### src/rtl/store_lane_writer_pkg.sv
// Shared definitions for the store lane writer: store opcodes, FSM states
// and the request legality check.
package store_lane_writer_pkg;

    // Store opcode encoding as carried on req_op.
    typedef enum logic [1:0] {
        ST_SW  = 2'd0,
        ST_SH  = 2'd1,
        ST_SB  = 2'd2,
        ST_RSV = 2'd3
    } st_op_e;

    // Store sequencer states.
    typedef enum logic [2:0] {
        S_IDLE   = 3'd0,
        S_READ   = 3'd1,
        S_WAIT_R = 3'd2,
        S_WRITE  = 3'd3,
        S_FIN    = 3'd4,
        S_FAIL   = 3'd5
    } st_state_e;

    // A request is rejected without touching memory when the opcode is
    // reserved or the address is not aligned to the access size.
    function automatic logic st_req_bad(input logic [1:0] op, input logic [1:0] lo);
        logic bad;
        case (op)
            ST_SW:   bad = (lo != 2'b00);
            ST_SH:   bad = lo[0];
            ST_SB:   bad = 1'b0;
            default: bad = 1'b1;
        endcase
        return bad;
    endfunction

endpackage

### src/rtl/store_lane_merge.sv
// Combinational lane merge: places the store data into its byte/halfword
// lane of the word read back from memory. SW passes the register through.
module store_lane_merge (
    input  logic [1:0]  op,
    input  logic [1:0]  lane,
    input  logic [31:0] wdata,
    input  logic [31:0] rdata,
    output logic [31:0] merged
);
    import store_lane_writer_pkg::*;

    // Start from the memory word and overwrite only the addressed lane.
    always_comb begin
        merged = rdata;
        case (op)
            ST_SW:   merged = wdata;
            ST_SH:   merged[{lane[1], 4'b0000} +: 16] = wdata[15:0];
            ST_SB:   merged[{lane, 3'b000} +: 8] = wdata[7:0];
            default: merged = rdata;
        endcase
    end

endmodule

### src/rtl/store_lane_writer.sv
// Store lane writer: narrows a 32-bit register store (SW/SH/SB) onto a
// word-only data memory. Sub-word stores use read-modify-write; all
// outputs are registered and a one-cycle done (with err) ends each request.
module store_lane_writer #(
    parameter int unsigned ADDR_W     = 32,
    parameter int unsigned RD_TIMEOUT = 15
) (
    input  logic              clk,
    input  logic              rst_n,
    input  logic              req_valid,
    output logic              req_ready,
    input  logic [1:0]        req_op,
    input  logic [ADDR_W-1:0] req_addr,
    input  logic [31:0]       req_wdata,
    output logic              done,
    output logic              err,
    output logic              mem_en,
    output logic              mem_we,
    output logic [ADDR_W-1:0] mem_addr,
    output logic [31:0]       mem_wdata,
    input  logic [31:0]       mem_rdata,
    input  logic              mem_rvalid
);
    import store_lane_writer_pkg::*;

    localparam int unsigned      TMR_W    = $clog2(RD_TIMEOUT + 1);
    localparam logic [TMR_W-1:0] TMR_LAST = TMR_W'(RD_TIMEOUT - 1);

    st_state_e         state_q, state_d;
    logic [TMR_W-1:0]  timer_q, timer_d;
    logic [1:0]        op_q;
    logic [1:0]        lane_q;
    logic [31:0]       wdata_q;
    logic [31:0]       merged;

    logic              en_d, we_d, done_d, err_d;
    logic [ADDR_W-1:0] addr_d;
    logic [31:0]       wdata_d;

    store_lane_merge u_merge (
        .op     (op_q),
        .lane   (lane_q),
        .wdata  (wdata_q),
        .rdata  (mem_rdata),
        .merged (merged)
    );

    // Next-state and next-output decode; outputs are computed for the state
    // being entered so that the registered strobes line up with that state.
    always_comb begin
        state_d = state_q;
        timer_d = timer_q;
        en_d    = 1'b0;
        we_d    = 1'b0;
        done_d  = 1'b0;
        err_d   = 1'b0;
        addr_d  = mem_addr;
        wdata_d = mem_wdata;
        case (state_q)
            S_IDLE: begin
                if (req_valid) begin
                    if (st_req_bad(req_op, req_addr[1:0])) begin
                        state_d = S_FAIL;
                        done_d  = 1'b1;
                        err_d   = 1'b1;
                    end else begin
                        addr_d = {req_addr[ADDR_W-1:2], 2'b00};
                        en_d   = 1'b1;
                        if (req_op == ST_SW) begin
                            state_d = S_WRITE;
                            we_d    = 1'b1;
                            wdata_d = req_wdata;
                        end else begin
                            state_d = S_READ;
                        end
                    end
                end
            end
            S_READ: begin
                state_d = S_WAIT_R;
                timer_d = '0;
            end
            S_WAIT_R: begin
                if (mem_rvalid) begin
                    state_d = S_WRITE;
                    en_d    = 1'b1;
                    we_d    = 1'b1;
                    wdata_d = merged;
                end else if (timer_q == TMR_LAST) begin
                    state_d = S_FAIL;
                    done_d  = 1'b1;
                    err_d   = 1'b1;
                    timer_d = timer_q + TMR_W'(1);
                end else begin
                    timer_d = timer_q + TMR_W'(1);
                end
            end
            S_WRITE: begin
                state_d = S_FIN;
                done_d  = 1'b1;
            end
            S_FIN, S_FAIL: begin
                state_d = S_IDLE;
            end
            default: begin
                state_d = S_IDLE;
            end
        endcase
    end

    // State, timer and registered outputs.
    always_ff @(posedge clk or negedge rst_n) begin
        if (!rst_n) begin
            state_q   <= S_IDLE;
            timer_q   <= '0;
            req_ready <= 1'b1;
            done      <= 1'b0;
            err       <= 1'b0;
            mem_en    <= 1'b0;
            mem_we    <= 1'b0;
            mem_addr  <= '0;
            mem_wdata <= '0;
        end else begin
            state_q   <= state_d;
            timer_q   <= timer_d;
            req_ready <= (state_d == S_IDLE);
            done      <= done_d;
            err       <= err_d;
            mem_en    <= en_d;
            mem_we    <= we_d;
            mem_addr  <= addr_d;
            mem_wdata <= wdata_d;
        end
    end

    // Capture the request payload on acceptance.
    always_ff @(posedge clk or negedge rst_n) begin
        if (!rst_n) begin
            op_q    <= '0;
            lane_q  <= '0;
            wdata_q <= '0;
        end else if (state_q == S_IDLE && req_valid) begin
            op_q    <= req_op;
            lane_q  <= req_addr[1:0];
            wdata_q <= req_wdata;
        end
    end

endmodule
### config.mk
export PLATFORM = sky130hd
export DESIGN_NAME = store_lane_writer
export DESIGN_NICKNAME = d
export VERILOG_FILES = /design/src/rtl/store_lane_writer_pkg.sv /design/src/rtl/store_lane_merge.sv /design/src/rtl/store_lane_writer.sv
export SDC_FILE = /design/constraint.sdc
export NUM_CORES = 1
export LEC_CHECK = 0
export CELL_PAD_IN_SITES_DETAIL_PLACEMENT = 0
export CELL_PAD_IN_SITES_GLOBAL_PLACEMENT = 1
export CORE_ASPECT_RATIO = 1.1
export CORE_MARGIN = 10
export CORE_UTILIZATION = 40
export CTS_CLUSTER_DIAMETER = 50
export DETAILED_ROUTE_END_ITERATION = 8
export GPL_ROUTABILITY_DRIVEN = 0
export PLACE_DENSITY_LB_ADDON = 0.1
export SLEW_MARGIN = 20
export SYNTH_ARGS = -nofsm -noshare
export SYNTH_HDL_FRONTEND = slang
export SYNTH_HIERARCHICAL = 1
export SYNTH_SLANG_ARGS = --single-unit
### constraint.sdc
create_clock -name clk -period 4.1 [get_ports clk]
set_clock_uncertainty 0.15 [all_clocks]
set_input_delay 0.41 -clock clk [delete_from_list [all_inputs] [get_ports clk]]
set_output_delay 0.41 -clock clk [all_outputs]
set_load 0.02 [all_outputs]
# --- After elaboration in Yosys (flattened, before gate mapping) ---
# Index checks and enable logic that the tools add are counted.
word_totals:
  regBits: 110
  in_bits: 102
  out_inout_bits: 69
  wordCells: 77
classes:
  add_sub_neg: 3
  n_eq_ne: 13
  n_shift: 4
  muxes: 33
  n_bitwise: 1
  n_reduce_logical: 11
op_table:
  columns: ["operator", "count"]
  rows:
  - ["32-bit 2-to-1 mux", 4]
  - ["32-bit one-hot mux with 3 select lines", 1]
  - ["32-bit bitwise mux", 2]
  - ["32-bit one-hot mux with 2 select lines", 1]
  - ["16-bit by 7-bit variable shift with 32-bit output, first input constant", 1]
  - ["8-bit by 7-bit variable shift with 32-bit output, first input constant", 1]
  - ["16-bit by 7-bit indexed part select with 32-bit output", 1]
  - ["8-bit by 7-bit indexed part select with 32-bit output", 1]
  - ["5-bit negator with 7-bit output", 2]
  - ["1-bit 2-to-1 mux", 12]
  - ["3-bit 2-to-1 mux", 4]
  - ["3-bit one-hot mux with 4 select lines", 1]
  - ["2-bit != test, second input constant", 5]
  - ["4-bit one-hot mux with 2 select lines", 1]
  - ["3-bit by 2-bit equality test with 1-bit output, second input constant", 2]
  - ["3-bit zero test", 2]
  - ["1-bit one-hot mux with 2 select lines", 3]
  - ["1-bit one-hot mux with 3 select lines", 2]
  - ["2-bit nonzero test", 3]
  - ["5-bit AND reduction", 1]
  - ["4-bit by 1-bit adder with 4-bit output, second input constant", 1]
  - ["2-bit by 1-bit equality test with 1-bit output, second input constant", 2]
  - ["2-bit equality test, second input constant", 2]
  - ["4-bit equality test, second input constant", 1]
  - ["8 further kinds", 9]

# --- Depth between registers and ports, before layout ---
logic_depth:
  ltp_word: 8
  depth_mapped: 10
  ltp_nobuf: 7

# --- Hierarchy ---
# The synthesis kept the hierarchy.
modules_own_cells:
  columns: ["module", "n_inst", "cells_each", "area_per_inst_um2", "seq_area_each_um2"]
  rows:
  - ["store_lane_writer", 1, 348, 4578.1, 2753.9]
  - ["store_lane_merge", 1, 168, 1192.4, 0.0]

# --- Worst setup path after synthesis ---
# Ideal clock, no wire load.
synth_path:
  path_kind: "reg2reg"
  from: "register lane_q[1]"
  to: "register mem_wdata[21]"
  setup_time_ps: 126
  arrival_ps: 2018
  t_required_ps: 3824
  slack_ps: 1806
  path_stages_with_launch: 10
  synth_period_minus_slack_ps: 2294
  cell_sequence: "dfrtp_1 clkbuf_8 buf_2 inv_1 ha_1 nor4bb_4 a32o_1 a221o_1 mux2i_1 o21ai_0"
synth_via:
  elab_chain_len: 6
synth_rtl:
  columns: ["element", "line", "source"]
  rows:
  - ["start: declaration", "store_lane_writer.sv:32", "logic [1:0] lane_q;"]
  - ["start signal: assignment", "store_lane_writer.sv:144", "lane_q <= req_addr[1:0];"]
  - ["5-bit negator with 7-bit output, on equally long branches", "store_lane_merge.sv:17, store_lane_merge.sv:18", null]
  - ["16-bit by 7-bit indexed part select with 32-bit output, or another cell as far along", "store_lane_merge.sv:17", "ST_SH: merged[{lane[1], 4'b0000} +: 16] = wdata[15:0];"]
  - ["32-bit bitwise mux, on equally long branches", "store_lane_merge.sv:17, store_lane_merge.sv:18", null]
  - ["32-bit one-hot mux with 3 select lines (*)", "store_lane_merge.sv:15", "case (op)"]
  - ["net merged[21]", "store_lane_writer.sv:34", "logic [31:0] merged;"]
  - ["32-bit 2-to-1 mux (*)", "store_lane_writer.sv:84", "if (mem_rvalid) begin"]
  - ["32-bit one-hot mux with 2 select lines (*)", "store_lane_writer.sv:59", "case (state_q)"]
  - ["end signal: assignment", "store_lane_writer.sv:132", "mem_wdata <= wdata_d;"]
  - ["end: declaration", "store_lane_writer.sv:20", "output logic [31:0] mem_wdata,"]
# Mark *: on every way through the listed nets, which the timed path passes. The rest lies on a longest branch. The select of a mux whose other input is x is not followed.
# A chain may end at the register's enable or synchronous reset.

# --- Final worst setup path ---
layout_path:
  from: "register lane_q[1]"
  to: "register mem_wdata[20]"
# The elaborated chain is that of the path after synthesis.

==> results.py <==
metrics = {
    "global_route": {
        "grt_pass1_vias": 4939,
        "overflow": 0,
        "grt_antenna_before_repair": 1,
        "grt_pass1_wl_um": 27400,
        "grt_max_degree": 40,
        "grt_use_total_pct": 17.4,
    },
    "detailed_routing": {
        "finalWirelength_um": 16900,
        "route.detailed.wl_per_inst_um": 19.6,
        "vias_per_cell": 5.27,
        "antenna_left": 0,
        "drtPass1Iterations": 5,
        "drt_iter0_drc": 306,
        "vias": 4543,
        "drc": 0,
    },
    "cells_and_area": {
        "nFillCells": 1288,
        "drive_gt1_share_pct": 16.0,
        "diodes": 0,
        "fin_cells": 862,
        "layout.nets": 778,
        "area.growth.synth_to_final_pct": 36.3,
    },
    "yosys": {
        "ys_types": 52,
        "synth_area_sq_um": 5770,
        "ys_warn_count": 6,
        "syn_avg_cell_area_sq_um": 11.2,
        "synthCells": 516,
        "synth_seq_cells": 110,
        "seq_area_frac_synth_pct": 47.7,
    },
    "floorplanning": {
        "die-area_sq_um": 19600,
        "std_cell_rows": 45,
        "start_util_pct": 41.3,
        "dieHeight_um": 146,
        "core_sq_um": 14000,
        "die_x_um": 135,
        "pin_count": 171,
    },
    "power": {
        "power_density_nw_per_um2": 812,
        "p_total_mw": 6.39,
        "p_leak_nw": 3.22,
        "vdd_drop_max_mv": 0.358,
    },
    "cts": {
        "cts.path.max_buffers": 2,
        "cts_made_buffers": 9,
        "hold_buffers": 1,
        "clkSinkCount": 110,
        "clockRootBuffer": "clkbuf_16",
        "cts_setup_buffers": 0,
        "cts_resized": 0,
        "clock_latency_ns": 0.36,
        "tritoncts": "done",
        "path_clk_slew_ns": 0.07,
        "htree_levels": 3,
    },
    "critical_path": {
        "crit_path_max_fanout": 22,
        "r2r_cells": 7,
        "startpoint_type": "flop",
        "crit_type": "flop to flop",
        "required_ns": 4.23,
        "reg2reg_slack_ns": 1.34,
        "crit_arrival_ns": 2.88,
        "cp-end-kind": "flop",
    },
    "hold_path": {
        "holdPathStages": 2,
        "min_path_type": "flop to flop",
    },
    "timing": {
        "layout_min_cycle_time_ns": 2.76,
        "holdWs_ns": 0.328,
        "setup_viol": 0,
        "finalHoldViolCount": 0,
        "fmax_mhz": 362,
        "finalSetupTns_ns": 0,
        "fin_crit_sh_pct": 67.3,
        "drv_slew": 0,
        "relSlewSlack_pct": 33.0,
        "rsz0062_at_grt": "no",
        "tightest_slew_ns": 1.01,
    },
    "placement": {
        "port_buffers": 168,
        "place_inst": 845,
        "dp_hpwl_um": 12600,
    },
    "run": {
        "timing.max_cap.violations": 0,
    },
    "run_status": {
        "status": "complete, no violations",
    },
}
## worst paths after layout
check / start / endpoint
max: lane_q[1]$_DFFE_PN0P_ / mem_wdata[20]$_DFFE_PN0P_
min: mem_wdata[29]$_DFFE_PN0P_ / mem_wdata[29]$_DFFE_PN0P_
max reg2reg: lane_q[1]$_DFFE_PN0P_ / mem_wdata[20]$_DFFE_PN0P_
min reg2reg: mem_wdata[29]$_DFFE_PN0P_ / mem_wdata[29]$_DFFE_PN0P_
max in group asynchronous: rst_n / wdata_q[5]$_DFFE_PN0P_
min in group asynchronous: rst_n / timer_q[0]$_DFFE_PN0P_
## stage by stage
step / worst slack [ns] / area, sq um / utilization, %
final: 1.34 / 7860 / 56.3
after global routing: 1.08 / 7860 / 56.3
after CTS: 1.36 / 7860 / 56.3
after detailed placement: 1.17 / 7510 / 53.8
after global placement: 1.22 / 7510 / 53.8
after floorplan: 1.81 / 5770 / -
## state kept, by name, summed over array words and instances, names as in the netlist, 2 cells and up
signal / cells
state_q: 3
timer_q: 4
mem_addr: 30
wdata_q: 32
mem_wdata: 32
lane_q: 2
op_q: 2
## power breakdown
part	internal, mW	switching, mW	leakage (nW)
Clock	0.576	0.419	0.164
Combinational	1.61	1.62	1.72
Sequential	1.61	0.545	1.34
Total	3.80	2.58	3.22
## worst max-delay path: stages, from the launching register on
cell,delay [ns]
dfrtp_1,0.82
inv_1,0.20
ha_1,0.44
nor4bb_4,0.35
a2bb2oi_1,0.23
o221ai_1,0.24
mux2i_1,0.10
o21ai_0,0.15
## layout by cell type, fill, tap and decap left out, types with 3 or more instances in the layout
cell             count
clkbuf_16            9
mux2_1               3
a221o_2              5
a21o_1               3
inv_1               16
o22ai_1             11
a22oi_1              8
mux2_2              63
nand3_1             12
a221o_1              7
nand2_1             45
nor2_1               4
nand4b_1             3
o2bb2ai_1            5
a21oi_1             27
buf_4                8
o21ai_1              6
a32oi_1              8
o221ai_1             4
o21a_1               3
nor3_1               6
o21ai_0             42
mux2i_1             32
clkdlybuf4s50_1    167
ha_1                 7
nand2b_1            18
dfrtp_1            109
a32o_1               7
## final cells by class
cell class,count,area [sq um],area share (%)
Clock buffer,11,253,3.21
Sequential cell,110,2750,35.0
Multi-Input combinational cell,355,2730,34.7
Tap cell,188,235,2.99
Clock inverter,5,87.6,1.11
Timing Repair Buffer,176,1740,22.2
Inverter,17,63.8,0.812
## logic make-up after synthesis
| family | after synthesis | share of synthesized area (%) |
|---|---|---|
| AOI/OAI and AO/OA | 144 | 16.8 |
| adders and majority gates | 7 | 1.52 |
| DFF | 110 | 47.7 |
| buffers and inverters | 52 | 5.36 |
| other | 1 | 0.0650 |
| muxes | 98 | 18.4 |
| and+or+nand+nor | 104 | 10.1 |
## Yosys cell counts (all sizes together)
cell type	instances	area, sq um
dfstp	1	26.3
nand2b	18	113
conb	1	3.75
nand4b	3	26.3
clkbuf	9	67.6
mux2i	32	320
o22ai	11	68.8
a21oi	29	153
inv	17	63.8
a22oi	8	60.1
o21ai	48	240
o2bb2ai	5	43.8
o21bai	1	7.51
or2	2	12.5
mux2	66	743
a21o	3	22.5
nor3b	2	15.0
nor2b	2	12.5
or2b	1	8.76
and2	1	8.76
a2bb2oi	1	8.76
and2b	2	15.0
nand3	12	60.1
buf	26	178
and3	1	6.26
o221ai	4	35.0
a32oi	9	86.3
a31oi	2	12.5
nor2	4	15.0
ha	7	87.6
a32o	7	70.1
a221o	12	126
nand2	46	175
nor3	6	30.0
o21a	3	22.5
nor4bb	2	50.1
nor4b	1	23.8
and4bb	1	12.5
dfrtp	109	2730
a21boi	1	11.3
## routing by layer
layer	wire length [um]	GRT usage [%]	vias up	part of all wire (%)
li1	-	-	2205	-
met1	7550	22.4	2186	45
met2	7790	26.8	138	46
met3	1410	6.83	12	8.3
met4	162	4.36	2	0.96
met5	13	0	-	0.077
No activity file was read; power rests on OpenSTA's default activity.
